### src/rtl/bcd_muldiv_seq_if.sv
// bcd_muldiv_seq_if: request/result/adder-mux bundle between control FSM, sequencer and shared BCD adder
interface bcd_muldiv_seq_if #(parameter int DIGIT_NUM = 8);
  logic start, op, a_sign, b_sign;
  logic busy, done, result_sign, flag_ov, flag_div0;
  logic alu_sub, alu_borrow;
  logic [4*DIGIT_NUM-1:0] a, b, result;
  logic [4*DIGIT_NUM+3:0] alu_a, alu_b, alu_res;
  modport master (
    output start, op, a, a_sign, b, b_sign, alu_res, alu_borrow,
    input busy, done, result, result_sign, flag_ov, flag_div0, alu_a, alu_b, alu_sub
  );
  modport slave (
    input start, op, a, a_sign, b, b_sign, alu_res, alu_borrow,
    output busy, done, result, result_sign, flag_ov, flag_div0, alu_a, alu_b, alu_sub
  );
endinterface

### src/rtl/bcd_muldiv_seq.sv
// bcd_muldiv_seq: multi-cycle sign-magnitude BCD multiply/divide time-sharing one external BCD add/sub unit
module bcd_muldiv_seq #(parameter int DIGIT_NUM = 8) (
  input logic clock,
  input logic reset,
  bcd_muldiv_seq_if.slave bus
);
  localparam int W = 4*DIGIT_NUM;
  localparam int IW = DIGIT_NUM > 1 ? $clog2(DIGIT_NUM) : 1;
  typedef enum logic [2:0] {IDLE, MUL_SHIFT, MUL_ADD, DIV_SHIFT, DIV_SUB, FINISH} state_t;
  state_t state_q, state_d;
  logic [W+3:0] acc_q, acc_d;
  logic [W-1:0] a_q, a_d, b_q, b_d, quot_q, quot_d, res_q, res_d;
  logic [IW-1:0] idx_q, idx_d;
  logic [3:0] cnt_q, cnt_d, qd_q, qd_d, a_dig, b_dig;
  logic as_q, as_d, bs_q, bs_d, op_q, op_d, ov_q, ov_d, dz_q, dz_d;
  logic busy_q, busy_d, done_q, done_d, rs_q, rs_d, last;

  always_ff @(posedge clock or posedge reset) begin
    if (reset) begin
      state_q <= IDLE;
      acc_q <= '0;
      a_q <= '0;
      b_q <= '0;
      quot_q <= '0;
      res_q <= '0;
      idx_q <= '0;
      cnt_q <= '0;
      qd_q <= '0;
      {as_q, bs_q, op_q, ov_q, dz_q, busy_q, done_q, rs_q} <= '0;
    end else begin
      state_q <= state_d;
      acc_q <= acc_d;
      a_q <= a_d;
      b_q <= b_d;
      quot_q <= quot_d;
      res_q <= res_d;
      idx_q <= idx_d;
      cnt_q <= cnt_d;
      qd_q <= qd_d;
      {as_q, bs_q, op_q, ov_q, dz_q, busy_q, done_q, rs_q} <=
        {as_d, bs_d, op_d, ov_d, dz_d, busy_d, done_d, rs_d};
    end
  end

  always_comb begin
    state_d = state_q;
    acc_d = acc_q;
    a_d = a_q;
    b_d = b_q;
    quot_d = quot_q;
    res_d = res_q;
    idx_d = idx_q;
    cnt_d = cnt_q;
    qd_d = qd_q;
    {as_d, bs_d, op_d, ov_d, dz_d, rs_d} = {as_q, bs_q, op_q, ov_q, dz_q, rs_q};
    busy_d = state_q != IDLE || bus.start;
    done_d = 1'b0;
    bus.alu_a = '0;
    bus.alu_b = '0;
    bus.alu_sub = 1'b0;
    a_dig = a_q[{idx_q, 2'b00} +: 4];
    b_dig = b_q[{idx_q, 2'b00} +: 4];
    last = idx_q == '0;
    case (state_q)
      IDLE: if (bus.start) begin
        a_d = bus.a;
        b_d = bus.b;
        as_d = bus.a_sign;
        bs_d = bus.b_sign;
        op_d = bus.op;
        acc_d = '0;
        quot_d = '0;
        idx_d = IW'(DIGIT_NUM-1);
        ov_d = 1'b0;
        dz_d = bus.op && bus.b == '0;
        state_d = dz_d ? FINISH : bus.op ? DIV_SHIFT : MUL_SHIFT;
      end
      MUL_SHIFT: begin
        acc_d = acc_q << 4;
        cnt_d = b_dig;
        // the digit moving into the guard position means the product no longer fits
        if (acc_q[W-1 -: 4] != 4'd0) begin
          ov_d = 1'b1;
          state_d = FINISH;
        end else if (b_dig != 4'd0) state_d = MUL_ADD;
        else begin
          idx_d = idx_q - 1'b1;
          state_d = last ? FINISH : MUL_SHIFT;
        end
      end
      MUL_ADD: begin
        bus.alu_a = acc_q;
        bus.alu_b = {4'd0, a_q};
        acc_d = bus.alu_res;
        cnt_d = cnt_q - 1'b1;
        if (bus.alu_res[W+3 -: 4] != 4'd0) begin
          ov_d = 1'b1;
          state_d = FINISH;
        end else if (cnt_q == 4'd1) begin
          idx_d = idx_q - 1'b1;
          state_d = last ? FINISH : MUL_SHIFT;
        end
      end
      DIV_SHIFT: begin
        acc_d = {acc_q[W-1:0], a_dig};
        qd_d = 4'd0;
        state_d = DIV_SUB;
      end
      DIV_SUB: begin
        bus.alu_a = acc_q;
        bus.alu_b = {4'd0, b_q};
        bus.alu_sub = 1'b1;
        if (!bus.alu_borrow) begin
          acc_d = bus.alu_res;
          qd_d = qd_q + 1'b1;
        end else begin
          quot_d = {quot_q[W-5:0], qd_q};
          idx_d = idx_q - 1'b1;
          state_d = last ? FINISH : DIV_SHIFT;
        end
      end
      FINISH: begin
        done_d = 1'b1;
        res_d = (ov_q || dz_q) ? '0 : op_q ? quot_q : acc_q[W-1:0];
        rs_d = (as_q ^ bs_q) && res_d != '0;
        state_d = IDLE;
      end
      default: state_d = IDLE;
    endcase
  end

  assign bus.busy = busy_q;
  assign bus.done = done_q;
  assign bus.result = res_q;
  assign bus.result_sign = rs_q;
  assign bus.flag_ov = ov_q;
  assign bus.flag_div0 = dz_q;
endmodule

### src/flat_wrapper.sv
// flat-port wrapper written by rule: the top's interface ports become plain ports
module bcd_muldiv_seq_flat 
#(parameter int DIGIT_NUM = 8)
  (clock, reset, bus_start, bus_op, bus_a, bus_a_sign, bus_b, bus_b_sign, bus_alu_res, bus_alu_borrow, bus_busy, bus_done, bus_result, bus_result_sign, bus_flag_ov, bus_flag_div0, bus_alu_a, bus_alu_b, bus_alu_sub);
  bcd_muldiv_seq_if #(.DIGIT_NUM(DIGIT_NUM)) bus_i ();
  input logic clock;
  input logic reset;
  input wire logic [$bits(bus_i.start)-1:0] bus_start;
  input wire logic [$bits(bus_i.op)-1:0] bus_op;
  input wire logic [$bits(bus_i.a)-1:0] bus_a;
  input wire logic [$bits(bus_i.a_sign)-1:0] bus_a_sign;
  input wire logic [$bits(bus_i.b)-1:0] bus_b;
  input wire logic [$bits(bus_i.b_sign)-1:0] bus_b_sign;
  input wire logic [$bits(bus_i.alu_res)-1:0] bus_alu_res;
  input wire logic [$bits(bus_i.alu_borrow)-1:0] bus_alu_borrow;
  output wire logic [$bits(bus_i.busy)-1:0] bus_busy;
  output wire logic [$bits(bus_i.done)-1:0] bus_done;
  output wire logic [$bits(bus_i.result)-1:0] bus_result;
  output wire logic [$bits(bus_i.result_sign)-1:0] bus_result_sign;
  output wire logic [$bits(bus_i.flag_ov)-1:0] bus_flag_ov;
  output wire logic [$bits(bus_i.flag_div0)-1:0] bus_flag_div0;
  output wire logic [$bits(bus_i.alu_a)-1:0] bus_alu_a;
  output wire logic [$bits(bus_i.alu_b)-1:0] bus_alu_b;
  output wire logic [$bits(bus_i.alu_sub)-1:0] bus_alu_sub;
  assign bus_i.start = bus_start;
  assign bus_i.op = bus_op;
  assign bus_i.a = bus_a;
  assign bus_i.a_sign = bus_a_sign;
  assign bus_i.b = bus_b;
  assign bus_i.b_sign = bus_b_sign;
  assign bus_i.alu_res = bus_alu_res;
  assign bus_i.alu_borrow = bus_alu_borrow;
  assign bus_busy = bus_i.busy;
  assign bus_done = bus_i.done;
  assign bus_result = bus_i.result;
  assign bus_result_sign = bus_i.result_sign;
  assign bus_flag_ov = bus_i.flag_ov;
  assign bus_flag_div0 = bus_i.flag_div0;
  assign bus_alu_a = bus_i.alu_a;
  assign bus_alu_b = bus_i.alu_b;
  assign bus_alu_sub = bus_i.alu_sub;
  bcd_muldiv_seq #(.DIGIT_NUM(DIGIT_NUM)) u_core (.clock(clock), .reset(reset), .bus(bus_i));
endmodule
### config.mk
export PLATFORM = sky130hd
export DESIGN_NAME = bcd_muldiv_seq_flat
export DESIGN_NICKNAME = d
export VERILOG_FILES = /design/src/rtl/bcd_muldiv_seq_if.sv /design/src/rtl/bcd_muldiv_seq.sv /design/src/flat_wrapper.sv
export SDC_FILE = /design/constraint.sdc
export NUM_CORES = 1
export LEC_CHECK = 0
export ABC_AREA = 1
export BUFFER_PORTS_ARGS = -buffer_cell sky130_fd_sc_hd__buf_2
export CAP_MARGIN = 20
export CELL_PAD_IN_SITES_DETAIL_PLACEMENT = 0
export CELL_PAD_IN_SITES_GLOBAL_PLACEMENT = 1
export CORE_ASPECT_RATIO = 0.75
export CORE_MARGIN = 2
export CORE_UTILIZATION = 30
export DETAILED_ROUTE_END_ITERATION = 7
export PLACE_DENSITY = 0.72
export RECOVER_POWER = 25
export SKIP_CTS_REPAIR_TIMING = 1
export SYNTH_ARGS = -nofsm -noshare
export SYNTH_HDL_FRONTEND = slang
export SYNTH_SLANG_ARGS = --single-unit
### constraint.sdc
create_clock -name clock -period 7.55 [get_ports clock]
set_input_delay 1.51 -clock clock [delete_from_list [all_inputs] [get_ports clock]]
set_output_delay 1.51 -clock clock [all_outputs]
set_load 0.005 [all_outputs]
==> results.md, run 1 <==
- Status: finished, violations left
- Failing checks: capacitance limit, slew limit
- Clock Skews: 15.9 ps
- Tcrit/Tclk final: 0.650
- Peak supply drop: about 0.00015 V
- Register clock-pin slew on the reported worst setup and hold paths: 80 ps
- Syn Std Cell Area: 9570 um2
- H-tree levels: 4
- Post-synth top area share: 0.486
- Syn Inst Count: 1268
- Final Hold Viols: 0
- Row cnt: 56
- RSZ-0062 raised after global routing: false
- PD cells: between 300 and 400 nW/um2
- Total core area: 31300 um2
- Met3 wire len: 2240 um
- Yosys warning count: 0
- Lkg Pwr: 5.80 nW
- Max cap viols: 3
- Via density: 4.93
- Worst setup path category: reg -> out
- Reg area: 4650 um2
- DRT met1 WL: 17100 um
- Max Freq: about 0.20 GHz
- Slew @ Worst Pin: 4550 ps
- Total grt overflow: 0
- Total GRT Usage: 0.204
- Area leader, netlist: dfrtp_1
- Clk sinks: 186
- Synth Register Bits: 186
- Detailed-route via count: 9110
- Gpl congestion: ~0.82
- Die Area: 33400 um2
- Setup violators final: 0
- First-pass GRT wire length: 52400 um
- EDFF count, synth: 0
- ANT nets after route: 0
- Setup TNS: 0 ps
- Clock Root Buffer: clkbuf_16
- Initial antenna violation count: 2
- Hold Worst Slack: around 480 ps
- Sequential-to-total area share from yosys stat: 0.486
- Layout cell share with drive strength beyond 1: 0.186
- Main synth FF type: dfrtp_1
- R2R Setup Slk: around 3700 ps
- Nets: 1540
- Clk Latency, worst-skew pair: 450 ps
- Starting DRT DRC Count: 822
- Crit end category: output port
- # IOs: 217
- Setup crit start kind: flop
- Total power: 4.48 mW
- Final Critical Period: 4900 ps
- Fill count: between 3000 and 4000
- Crit path arrival time: 3390 ps
- CTS max path bufs: 2
- Drt first pass iters: 5
- Pins over their slew limit: 159
- # DRC: 0
- Ys async rst share: 1.00
- PortBufs: 212
- Yosys cell types: 37
- Synthesis-to-finish area growth: 18.9%
- Met2 wire length: 14200 um
- Worst EP required: 6040 ps
- DR top layer: met4
- Syn avg cell area: 7.55 um2
- HP Class: reg -> reg
- Initial core utilization: 0.306
- CTS tree: done
- Synth top area cells: dfrtp_1, nand2_1, o21ai_0, inv_1, nand3_1
- Rel. slew slack: -2.05
- Die W: about 210 um
- Num CTS Buffers: 17
- Pin count of the biggest net entering global routing: 99
- Die height: 159 um
- Area occupied by multi-input gates: between 3000 and 4000 um2
- DR WL/cell: 18.4 um
- Crit-path max FO: 42
- Detailed placement HPWL: 24900 um
- Vias in the first global route: 8762
- Total Wirelength: 34000 um
critical path, stage by stage, from the launching register on:
cell,delay [ps]
dfrtp_1,430
nor2_1,100
nand2_1,650
inv_1,600
nor2_4,870
nor2_1,100
buf_2,170
sequential cells by signal, summed over array words and instances, names as in the netlist, 3 cells and up:
signal / cells
u_core.acc_q: 36
u_core.a_q: 32
u_core.b_q: 32
u_core.bus.result: 32
u_core.quot_q: 32
u_core.cnt_q: 4
u_core.qd_q: 4
u_core.idx_q: 3
u_core.state_q: 3
synth_stat cells, drive strengths merged (5+ instances only):
| master | instances |
|---|---|
| buf | 51 |
| nand2 | 379 |
| a21oi | 42 |
| a31oi | 5 |
| inv | 133 |
| nor3 | 7 |
| clkbuf | 29 |
| dfrtp | 186 |
| nand4 | 6 |
| o22ai | 20 |
| o211ai | 14 |
| nor2 | 83 |
| o21ai | 206 |
| nand3 | 90 |
| ha | 5 |
final cells by class:
cell class,count,share of cell area
inverter,134,0.0445
multi-input combinational,871,0.350
sequential,186,0.409
timing repair buffer,218,0.0970
antenna,2,0.000440
clock buffer,18,0.0386
tap,406,0.0446
clock inverter,13,0.0157
per-stage QoR:
step	cells	utilization	area, um2	setup slack [ps]
floorplan	1271	-	9590	983
global placement	1815	0.344	10800	3500
detailed placement	1815	0.344	10800	3380
CTS	1846	0.364	11400	2900
global route	1848	0.363	11400	2320
finish	1848	0.363	11400	2650
worst paths after layout:
kind,from,end,depth (start not counted)
min reg2reg,u_core.bus.result[31],u_core.bus.result[31],2
max reg2reg,u_core.state_q[2],u_core.state_q[2],11
min,u_core.bus.result[31],u_core.bus.result[31],2
max in group asynchronous,reset,u_core.b_q[14],3
min in group asynchronous,reset,u_core.acc_q[34],2
max,u_core.state_q[2],bus_alu_a[27],6
layout by cell type (no fill, tap or decap), types with 2 or more instances in the layout:
cell | synthesis | final
buf_4 | 15 | 6
ha_1 | 5 | 5
inv_1 | 121 | 124
nor3_1 | 5 | 6
xnor2_1 | 2 | 2
clkinv_8 | 0 | 2
buf_2 | 28 | 211
inv_2 | 11 | 7
o221ai_1 | 2 | 2
bufinv_16 | 0 | 2
a31oi_1 | 5 | 5
clkbuf_16 | 0 | 17
diode_2 | 0 | 2
nand2_1 | 376 | 376
nand4_1 | 6 | 6
conb_1 | 1 | 4
nand2_2 | 2 | 2
nor2_4 | 5 | 5
dfrtp_1 | 186 | 186
o22ai_1 | 20 | 20
o211ai_1 | 14 | 14
o21ai_1 | 21 | 20
inv_6 | 0 | 3
nor2_1 | 76 | 77
clkinv_4 | 0 | 3
nand3_1 | 89 | 89
inv_8 | 0 | 3
o21ai_0 | 185 | 186
a21oi_1 | 42 | 42
xor2_1 | 2 | 2
layer usage:
metal  up-vias  global-route usage
li1       4401                   -
met1      4419               0.316
met2       257               0.283
met3        33              0.0453
met4         0              0.0513
met5         -                   0
where the power goes:
| part | switching [mW] | internal [mW] | total [mW] |
|---|---|---|---|
| Clock | 0.452 | 0.513 | 0.965 |
| Sequential | 0.211 | 1.31 | 1.53 |
| Combinational | 1.41 | 0.577 | 1.99 |
| Total | 2.07 | 2.40 | 4.48 |
cells by family after synthesis:
| group | share of synthesized area |
|---|---|
| compound gates | 0.160 |
| xor+xnor | 0.00366 |
| fa+ha+maj | 0.00653 |
| simple gates | 0.246 |
| other cells | 0.000392 |
| buf+inv | 0.0971 |
| flops | 0.486 |
No activity file was read; power rests on OpenSTA's default activity.
==> inputs of run 2 (changes only) <==
--- a/config.mk
+++ b/config.mk
@@ -14,7 +14,7 @@
 export CORE_MARGIN = 2
 export CORE_UTILIZATION = 30
 export DETAILED_ROUTE_END_ITERATION = 7
-export PLACE_DENSITY = 0.72
+export PLACE_DENSITY = 0.75
 export RECOVER_POWER = 25
 export SKIP_CTS_REPAIR_TIMING = 1
 export SYNTH_ARGS = -nofsm -noshare
==> constraint.sdc (replaced) <==
create_clock -name clock -period 4.1 [get_ports clock]
set_input_delay 0.82 -clock clock [delete_from_list [all_inputs] [get_ports clock]]
set_output_delay 0.82 -clock clock [all_outputs]
set_load 0.005 [all_outputs]
==> run 2 against run 1 <==
  * The flow still finishes with violations (capacitance limit, slew limit)
  * Core utilization is 0.24 points higher
  * Worst setup slack worse by 2000 ps
  * Global-route usage is 0.16 points lower
  * Register-to-register slack worse by 2300 ps
  * Highest routed layer unchanged
==> results.md, run 2 (synthesis gave the netlist of run 1 again) <==
- Lkg Pwr: 5.84 nW (+0.65%)
- Clk sinks: 186 (unchanged)
- Pins over their slew limit: 80 (-50%)
- Register clock-pin slew on the reported worst setup and hold paths: 80 ps (about the same)
- Starting DRT DRC Count: 769 (-6.4%)
- Initial core utilization: 0.306 (unchanged)
- Total core area: 31300 um2 (unchanged)
- Max Freq: slightly below 0.3 GHz
- Worst EP required: 3280 ps (-2760 ps)
- Largest reg by FF count: u_core.acc_q
- Setup violators final: 0 (unchanged)
- Die Area: 33400 um2 (unchanged)
- Crit end category: output port
- Slew @ Worst Pin: 2210 ps (-2340 ps)
- Setup crit start kind: flop
- CTS tree: done
- Gpl congestion: 0.869 (+5.9%)
- RSZ-0062 raised after global routing: false
- Pin count of the biggest net entering global routing: 118 (+19%)
- Crit path arrival time: 2630 ps (-760 ps)
- Rel. slew slack: -0.474 (+1.58)
- Final Critical Period: 3450 ps
- Worst setup path category: reg -> out
- DR WL/cell: 18.2 um (-0.87%)
- Layout cell share with drive strength beyond 1: 0.194 (+0.00782)
- Max cap viols: 2 (-1)
- Die W: 210 um (unchanged)
- First-pass GRT wire length: 52000 um (-0.59%)
- Total GRT Usage: 0.203 (-0.00163)
- Initial antenna violation count: 2 (unchanged)
- Crit-path max FO: 27 (-36%)
- Peak supply drop: 0.000329 V (+120%)
- Setup TNS: 0 ps (unchanged)
- Total Wirelength: 33900 um (-0.34%)
- Tcrit/Tclk final: 0.840
- Failing checks: capacitance limit, slew limit
- Die height: 159 um (unchanged)
- Detailed placement HPWL: 25100 um (+0.80%)
- PD cells: 719 nW/um2 (+83%)
- Vias in the first global route: 8629 (-1.5%)
- ANT nets after route: 0 (unchanged)
- Reg area: 4650 um2 (unchanged)
- Commonest non-fill, non-tap cells in the layout: nand2_1, buf_2, dfrtp_1, o21ai_0, inv_1
- Fill count: 3324 (+0.15%)
- Area occupied by multi-input gates: 3990 um2 (+0.16%)
- # DRC: 0 (unchanged)
- Layout Utilization: 0.366 (+0.00240)
- Synthesis-to-finish area growth: 19.7%
- Status: finished, violations left
- Clk Latency, worst-skew pair: 440 ps (about the same)
- HP Class: reg -> reg
- PortBufs: 212 (unchanged)
- H-tree levels: 4 (unchanged)
- Via density: 4.93 (about the same)
- Clock Root Buffer: clkbuf_16
- Nets: 1549 (+0.58%)
- Most common cell after layout, fill and taps aside: nand2_1
- Final Hold Viols: 0 (unchanged)
- CTS max path bufs: 2 (unchanged)
- Total grt overflow: 0 (unchanged)
- Row cnt: 56 (unchanged)
- Drt first pass iters: 7 (+2)
- # IOs: 217 (unchanged)
- Num CTS Buffers: 17 (unchanged)
- Max FFs per register: 36 (unchanged)
- Clock Skews: 11.2 ps (-4.66 ps)
- Detailed-route via count: 9156 (+0.50%)
## run 2: power by group
part	total [mW]	switching (mW)	internal, mW	leakage, nW
Clock	1.75	0.820	0.926	0.299
Combinational	3.72	2.62	1.10	3.11
Sequential	2.77	0.355	2.42	2.43
Total	8.24	3.79	4.45	5.84
## run 2: per-stage QoR
step / worst slack (ps) / area [um2] / hold WS, ps / cells / power (mW)
6_report: 654 / 11500 / 485 / 1858 / 8.24
5_1_grt: 229 / 11500 / 497 / 1857 / 8.89
4_1_cts: 596 / 11500 / 487 / 1855 / 8.27
3_5_place_dp: 1060 / 10900 / 462 / 1824 / 6.50
3_3_place_gp: 1130 / 10900 / 462 / 1824 / 6.45
2_1_floorplan: 887 / 9590 / 459 / 1271 / 5.30
## run 2: worst max-delay path: stages, from the launching register on
cell and delay, ps:
dfrtp_1 420, nor2_2 70, nand2_1 60, buf_4 270, inv_2 240, nor2_4 570, buf_4 330, nor2_1 60
buf_2 130
## run 2: path summary, 6_finish.rpt
check	slack, ps	startpoint	end	cells after the start
min	480	u_core.bus.result[17]	u_core.bus.result[17]	2
min in group asynchronous	650	reset	u_core.acc_q[33]	2
max in group asynchronous	840	reset	u_core.b_q[22]	3
min reg2reg	480	u_core.bus.result[17]	u_core.bus.result[17]	2
max	650	u_core.state_q[2]	bus_alu_a[30]	8
max reg2reg	1320	u_core.state_q[2]	u_core.state_q[2]	12
## run 2: per-layer routing
| layer | GRT usage | wire length (um) |
|---|---|---|
| met5 | 0 | 0 |
| met4 | 0.0426 | 361 |
| met3 | 0.0449 | 2400 |
| met2 | 0.280 | 14200 |
| met1 | 0.318 | 16900 |
## run 2: area by class of cell
class	count	area share
Antenna cell	3	0.000655
Clock inverter	14	0.0156
Multi-Input combinational cell	871	0.349
Timing Repair Buffer	227	0.103
Clock buffer	17	0.0371
Sequential cell	186	0.406
Inverter	134	0.0442
Tap cell	406	0.0443
==> inputs of run 3 (changes only) <==
--- a/config.mk
+++ b/config.mk
@@ -14,7 +14,7 @@
 export CORE_MARGIN = 2
 export CORE_UTILIZATION = 30
 export DETAILED_ROUTE_END_ITERATION = 7
-export PLACE_DENSITY = 0.75
+export PLACE_DENSITY = 0.72
 export RECOVER_POWER = 25
 export SKIP_CTS_REPAIR_TIMING = 1
 export SYNTH_ARGS = -nofsm -noshare
==> constraint.sdc (replaced) <==
create_clock -name clock -period 3.4 [get_ports clock]
set_input_delay 0.68 -clock clock [delete_from_list [all_inputs] [get_ports clock]]
set_output_delay 0.68 -clock clock [all_outputs]
set_load 0.005 [all_outputs]
==> run 3 against run 2 <==
  * Sequential power is 20% higher
  * Critical path type unchanged
  * The flow still finishes with violations (capacitance limit, slew limit)
  * Sequential share of layout area barely moved
  * Critical endpoint is now bus_alu_a[0]
  * Hold slack got worse by 38 ps
==> results.md, run 3 (synthesis gave the netlist of run 1 again) <==
- Starting DRT DRC Count: 830 (+7.9%)
- Crit end category: output port
- Final std cells w/o fill: 1860 (+0.11%)
- Rel. slew slack: -0.0913 (+0.382)
- CTS max path bufs: 2 (unchanged)
- Final Critical Period: 2830 ps
- Max Freq: 0.354 GHz
- Max FFs per register: 36 (unchanged)
- Worst EP required: 2720 ps (-560 ps)
- Lkg Pwr: 5.83 nW (about the same)
- # IOs: 217 (unchanged)
- Num CTS Buffers: 17 (unchanged)
- Inst Count DP: 1826 (+0.11%)
- Register clock-pin slew on the reported worst setup and hold paths: 70 ps (about the same)
- Slowest cell on crit path: dfrtp_1
- ANT nets after route: 0 (unchanged)
- Die height: 159 um (unchanged)
- Slew @ Worst Pin: 1630 ps (-582 ps)
- Internal power: 5.27 mW (+19%)
- Gpl congestion: 0.904 (+4.1%)
- Sequential power share: 0.339 (+0.002)
- Pin count of the biggest net entering global routing: 118 (unchanged)
- CTS tree: done
- Worst setup path category: reg -> out
- Synthesis-to-finish area growth: 19.7% (about the same)
- Initial antenna violation count: 3 (+1)
- Clk Latency, worst-skew pair: 440 ps (about the same)
- Detailed placement HPWL: 25300 um (+0.52%)
- Placed Instance Area: 10900 um2 (+0.25%)
- Initial core utilization: 0.306 (unchanged)
- Row cnt: 56 (unchanged)
- Setup crit start kind: flop
- Critical Path, Cell by Cell: nor2_2 > nand2_1 > inv_2 > nor2_4 > buf_4 > nor2_1 > buf_2
- Total Wirelength: 33800 um (-0.41%)
- Commonest non-fill, non-tap cells in the layout: nand2_1, buf_2, dfrtp_1, o21ai_0, inv_1
- Total core area: 31300 um2 (unchanged)
- Die Area: 33400 um2 (unchanged)
- Nets: 1551 (+0.13%)
- Most common cell after layout, fill and taps aside: nand2_1
- Setup TNS: 0 ps (unchanged)
- PortBufs: 212 (unchanged)
- Layout cell share with drive strength beyond 1: 0.195 (+0.000977)
- Sw Pwr: 4.56 mW (+20%)
- Crit-path max FO: 24 (-11%)
- Switching share of power: 0.464 (+0.00343)
- HP Class: in -> reg
- Detailed-route via count: 9141 (-0.16%)
- Largest stage delay, worst path: 420 ps (-150 ps)
- Clock power frac: 0.205 (-0.007)
- Peak supply drop: 0.000302 V (-8.1%)
- Total GRT Usage: 0.203 (+0.000725)
- Gate power share: 0.457 (+0.006)
- Die W: 210 um (unchanged)
- Final Cell Area: 11500 um2 (about the same)
- DR WL/cell: 18.1 um (-0.52%)
- Crit path arrival time: 2150 ps (-480 ps)
- Drt first pass iters: 7 (unchanged)
- PD cells: 858 nW/um2 (+19%)
- Layout Utilization: 0.366 (about the same)
- Hold Worst Slack: 447 ps (-37.7 ps)
- First-pass GRT wire length: 51800 um (-0.50%)
- Clock Root Buffer: clkbuf_16
- Clock Skews: 15.3 ps (+4.09 ps)
- Final Hold Viols: 0 (unchanged)
- Total grt overflow: 0 (unchanged)
- Failing checks: capacitance limit, slew limit
- Tcrit/Tclk final: 0.832
- Status: finished, violations left
- RSZ-0062 raised after global routing: false
- # DRC: 0 (unchanged)
- Vias in the first global route: 8522 (-1.2%)
- Pins over their slew limit: 31 (-61%)
- Largest reg by FF count: u_core.acc_q
- Via density: 4.91 (-0.27%)
- Setup violators final: 0 (unchanged)
- Clk sinks: 186 (unchanged)
- Max cap viols: 1 (-1)
- H-tree levels: 4 (unchanged)
## run 3: layout make-up
cell class,count,area [um2]
multi-input combinational,871,3990
clock buffer,20,457
sequential,186,4650
timing repair buffer,229,1220
clock inverter,12,120
antenna,2,5.00
inverter,134,507
tap,406,508
fill,3360,19900
## run 3: final timing paths
kind,startpoint,endpoint,slack (ps),cells after the start
setup / recovery,u_core.state_q[2],bus_alu_a[0],570,7
hold / removal,bus_a[0],u_core.a_q[0],450,3
setup reg to reg,u_core.state_q[1],u_core.quot_q[3],1180,9
hold reg to reg,u_core.bus.result[21],u_core.bus.result[21],480,2
max in group asynchronous,reset,u_core.a_q[30],820,3
min in group asynchronous,reset,u_core.acc_q[23],630,2
## run 3: metal layers
layer,track usage,part of all wire,up-vias
li1,-,-,4438
met1,0.312,0.50,4386
met2,0.281,0.42,285
met3,0.0510,0.071,30
met4,0.0506,0.013,2
met5,0,0.00039,-
## run 3: power groups by stage
stage	Combinational, mW	Clock [mW]	Sequential (mW)
finish	4.49	2.01	3.33
detailed placement	4.50	0	3.36
global route	5.08	2.15	3.41
CTS	4.51	2.06	3.32
global placement	4.47	0	3.35
floorplan	3.17	0	3.22
## run 3: stage by stage
stage	power, mW	setup WS, ps
after global routing	10.6	375
after global placement	7.82	1030
final	9.83	573
after detailed placement	7.86	960
after floorplan	6.39	327
after CTS	9.90	488
## run 3: critical path: cells and delay by family (launching register included)
family	cells	cell delay [ps]
and+or+nand+nor	4	640
DFF	1	420
buffers and inverters	3	640
